### src/rtl/mmio_link_reg.sv
// Snoops CPU data-memory accesses to one watched word: mirrors it, answers reads, and counts writes.
// Responses, pulses and the mirror update appear one cycle after the access; there is no backpressure.
module mmio_link_reg #(
  parameter logic [31:0] WATCH_ADDR  = 32'h0000_0040,
  parameter int          STALE_LIMIT = 32
) (
  input  logic        i_clk,
  input  logic        i_rst_n,
  input  logic        i_we,
  input  logic        i_re,
  input  logic [31:0] i_addr,
  input  logic [31:0] i_wdata,
  input  logic [3:0]  i_be,
  output logic [31:0] o_mem_link,
  output logic [31:0] o_rdata,
  output logic        o_rvalid,
  output logic        o_update,
  output logic        o_err,
  output logic [15:0] o_write_cnt,
  output logic        o_stale
);

  typedef enum logic [1:0] {
    IDLE   = 2'd0,
    ACTIVE = 2'd1,
    STALE  = 2'd2
  } state_t;

  localparam logic [15:0] LIMIT_M1 = 16'(STALE_LIMIT - 1);

  state_t      state, state_nxt;
  logic [15:0] timer, timer_nxt;
  logic [31:0] link_nxt;

  logic addr_hit;
  logic word_match;
  logic write_hit;
  logic read_hit;
  logic misaligned;

  assign addr_hit   = (i_addr == WATCH_ADDR);
  assign word_match = (i_addr[31:2] == WATCH_ADDR[31:2]);
  assign write_hit  = i_we && addr_hit && (i_be != 4'b0000);
  assign read_hit   = i_re && addr_hit;
  assign misaligned = word_match && (i_addr[1:0] != 2'b00) && (i_we || i_re);

  always_comb begin
    link_nxt = o_mem_link;
    for (int k = 0; k < 4; k++) begin
      if (i_be[k]) begin
        link_nxt[8*k +: 8] = i_wdata[8*k +: 8];
      end
    end
  end

  // Data path: mirror, read-back and pulses. Read samples the pre-write mirror.
  always_ff @(posedge i_clk) begin
    if (!i_rst_n) begin
      o_mem_link  <= 32'h0;
      o_rdata     <= 32'h0;
      o_rvalid    <= 1'b0;
      o_update    <= 1'b0;
      o_err       <= 1'b0;
      o_write_cnt <= 16'h0;
    end else begin
      o_rvalid <= read_hit;
      o_update <= write_hit;
      o_err    <= misaligned;
      if (read_hit) begin
        o_rdata <= o_mem_link;
      end
      if (write_hit) begin
        o_mem_link <= link_nxt;
        if (o_write_cnt != 16'hFFFF) begin
          o_write_cnt <= o_write_cnt + 16'd1;
        end
      end
    end
  end

  always_ff @(posedge i_clk) begin
    if (!i_rst_n) begin
      state <= IDLE;
      timer <= 16'h0;
    end else begin
      state <= state_nxt;
      timer <= timer_nxt;
    end
  end

  // A write hit always wins over the timer reaching its limit.
  always_comb begin
    state_nxt = state;
    timer_nxt = timer;
    case (state)
      IDLE: begin
        if (write_hit) begin
          state_nxt = ACTIVE;
          timer_nxt = 16'h0;
        end
      end
      ACTIVE: begin
        if (write_hit) begin
          timer_nxt = 16'h0;
        end else if (timer == LIMIT_M1) begin
          state_nxt = STALE;
        end else begin
          timer_nxt = timer + 16'd1;
        end
      end
      STALE: begin
        if (write_hit) begin
          state_nxt = ACTIVE;
          timer_nxt = 16'h0;
        end
      end
      default: begin
        state_nxt = IDLE;
        timer_nxt = 16'h0;
      end
    endcase
  end

  always_comb begin
    o_stale = (state == STALE);
  end

endmodule

### config.mk
export PLATFORM = sky130hd
export DESIGN_NAME = mmio_link_reg
export DESIGN_NICKNAME = d
export VERILOG_FILES = /design/src/rtl/mmio_link_reg.sv
export SDC_FILE = /design/constraint.sdc
export NUM_CORES = 1
export LEC_CHECK = 0
export BUFFER_PORTS_ARGS = -buffer_cell sky130_fd_sc_hd__buf_2
export CAP_MARGIN = 30
export CORE_MARGIN = 2
export CORE_UTILIZATION = 40
export CTS_CLUSTER_SIZE = 20
export DETAILED_ROUTE_END_ITERATION = 8
export PLACE_DENSITY = 0.66
export SETUP_SLACK_MARGIN = 0.4
export SYNTH_ARGS = -nofsm -noshare
export SYNTH_HDL_FRONTEND = slang
export SYNTH_SLANG_ARGS = --single-unit
### constraint.sdc
create_clock -name i_clk -period 2.7 [get_ports i_clk]
set_input_delay 0.54 -clock i_clk [delete_from_list [all_inputs] [get_ports i_clk]]
set_output_delay 0.54 -clock i_clk [all_outputs]
set_load 0.01 [all_outputs]
==> run_results.csv <==
group,metric,value,unit
floorplanning,io_pins,156,
synth,synth_top_area_cell,"dfxtp_1",
worst_setup_path,worst_ep_required_time,2.99,ns
global_route,grt_overflow,0,
layout,fin_cells,805,
synth,synth_commonest_cells,"dfxtp_1, nand2_1, a21oi_1, nor2_1, mux2i_1",
timing,final.setup.tns,0,ns
global_route,grt_pass1_vias,4030,
placement,numPortBuffers,155,
drt,via_per_inst,5.24,
timing,rsz0062_at_grt,"false",
placement,placed_area,5340,µm²
floorplanning,placementRows,38,
clock_network,cts.htree.levels,3,
layout,final_nets,734,
worst_setup_path,r2r_end,"timer[12]",
synth,ys_warn_count,0,
synth,yosysSeqAreaShare,46.0,%
timing,tightest_slew,0.659,ns
synth,yosysMostFrequentCell,"dfxtp_1",
worst_hold_path,holdCritPathClass,"input pin to flip-flop",
synth,synth.cell_area,4390,µm²
clock_network,cts_tree,"built",
floorplanning,die_area,11800,µm²
synth,synth_seq_cells,101,
global_route,grt_max_degree,35,
synth,synth_cell_types,42,
floorplanning,core-area,10800,µm²
drt,drc,0,
timing,hold_viol,0,
synth,synth.top_cell.area_share,46.0,%
worst_setup_path,cp_slowest_cell,"nor3_1",
synth,synth.avg_cell_area,8.61,µm²
layout,stdcell_area,5520,µm²
worst_setup_path,cp-startpoint,"timer[0]",
floorplanning,dieHeight,109,µm
power,ir_drop,0.264,mV
clock_network,clk_pin_slew,0.09,ns
drt,drt-total-wl,11700,µm
timing,min_period,2.12,ns
layout,nFillCells,1013,
timing,post-route-period-util,78.6,%
clock_network,cts_buffer_depth,2,
synth,synth_edf_count,0,
drt,drt_pre_antenna_iters,4,
worst_setup_path,r2r_slack,0.58,ns
timing,clock.fmax,471,MHz
flow_run,maxCapViolations,0,
clock_network,postCtsSetupBuffers,0,
worst_setup_path,start_kind,"flip-flop",
worst_setup_path,crit_arrival,2.41,ns
worst_setup_path,path_cells,"ha_1 > inv_1 > nor3_1 > nand4_1 > or3_1 > a31oi_1",
worst_setup_path,reg2reg_from,"timer[0]",
placement,gp_congestion,0.845,
power,powerDensity,468,nW/µm²
worst_setup_path,crit_path_end,"timer[12]",
layout,n_antenna_cell,0,
clock_network,cts-root-buf,"clkbuf_8",
outcome,status,"finished, final reports clean",
power,report.power.total,2.58,mW
placement,dp.cells,789,
drt,drt_iter0_markers,203,
drt,vias,4220,
clock_network,cts_made_buffers,9,
timing,postLayoutSetupSlackWorst,0.577,ns
floorplanning,initial_core_util,40.7,%
timing,relSlewSlack,55.7,%
worst_setup_path,r2r_cells,6,
worst_setup_path,endpoint_kind,"flip-flop",
clock_network,clock_latency,0.36,ns
synth,syn-num-nets,584,
worst_hold_path,min_path_cells,3,
drt,wl_per_cell,14.5,µm
power,p_leak,2.27,nW
timing,finalSetupViolations,0,
layout,drive_above_1_share,29.9,%
global_route,grt_usage,20.6,%
floorplanning,die_w,109,µm
worst_setup_path,worstSetupPathType,"flip-flop to flip-flop",
synth,synth.area.top_cells,"dfxtp_1, mux2i_1, nand2_1",
drt,ant_nets,0,
synth,synth_cells,510,
timing,drv_slew,0,
synth,synth_ff_type,"dfxtp_1",
layout,area_delta_synth_final,25.7,%
placement,pre_cts_slack,0.249,ns
synth,async_flop_share,0,%
global_route,grt_pass1_wl,19400,µm
worst_setup_path,cp_max_fo,6,
global_route,antenna_found_initial,0,
placement,hpwl,8570,µm
timing,finClkSkew,0.00767,ns
worst_setup_path,cpPeakStageDelay,0.57,ns
clock_network,cts.sinks,101,
## routing by layer
layer	GRT usage (%)	vias to the layer above	part of all wire (%)
li1	-	2105	-
met1	26.1	1964	44
met2	33.4	134	47
met3	6.04	17	7.2
met4	7.51	0	2.0
met5	0	-	0
## cell usage in the layout, fill, tap and decap left out, types with 8 or more instances in the layout
cell and instances:
a21oi_1 52, a31oi_1 12, and4_1 11, buf_2 155, buf_4 10, clkbuf_8 11, dfxtp_1 100, mux2i_1 37
nand2_1 98, nand3_1 20, nand4_1 13, nor2_1 46, nor4_1 9, o21ai_0 9, or3_1 10, or4_1 8
## how the worst min path moves through the flow
stage	start	to	slack, ns
2_1_floorplan	timer[4]	timer[4]	0.47
4_1_cts	i_wdata[16]	o_mem_link[16]	0.40
6_report	i_wdata[23]	o_mem_link[23]	0.41
5_1_grt	i_wdata[26]	o_mem_link[26]	0.41
3_3_place_gp	o_rdata[9]	o_rdata[9]	0.44
3_5_place_dp	o_rdata[5]	o_rdata[5]	0.44
## kinds of logic after synthesis
logic type | count (synthesis) | share of synthesized area [%]
flip-flops | 101 | 46.0
AO/OA/AOI/OAI | 77 | 9.40
AND/OR/NAND/NOR | 255 | 31.6
XOR/XNOR | 1 | 0.199
adder cells (fa/ha/maj) | 2 | 0.570
multiplexers | 38 | 8.69
buffers and inverters | 36 | 3.48
## worst max-delay path, delay by kind of cell, from the launching register on
family	cells	cell delay [ns]
and+or+nand+nor	3	1.13
DFF	1	0.44
adders and majority gates	1	0.24
AOI/OAI and AO/OA	1	0.16
buffers and inverters	1	0.09
## flip-flops by register name, summed over array words and instances, names as in the netlist
register / cells
o_rdata: 32
timer: 16
state: 2
o_write_cnt: 16
o_rvalid: 1
o_err: 1
o_update: 1
o_mem_link: 32
## final cells by class
class	count	area, µm²	share of cell area, %
inverter	8	30.0	0.544
sequential	101	2020	36.6
clock inverter	3	20.0	0.363
multi-input combinational	373	2220	40.3
timing repair buffer	167	891	16.1
tap	140	175	3.17
clock buffer	13	159	2.88
## through the flow
stage               utilization [%]  hold WS [ns]
floorplan                         -         0.467
global placement               49.4         0.436
detailed placement             49.4         0.441
CTS                            51.1         0.396
global route                   51.2         0.415
finish                         51.2         0.412
## where the power goes
part,internal (mW),total [mW],switching (mW)
clock,0.386,0.901,0.514
combinational,0.0722,0.151,0.0789
sequential,1.51,1.53,0.0255
## what timing repair did
item	CTS	global route
gates resized for setup	0	2
hold buffers	0	0
setup endpoints to repair	0	2
Power figures use the tool's default switching activity.
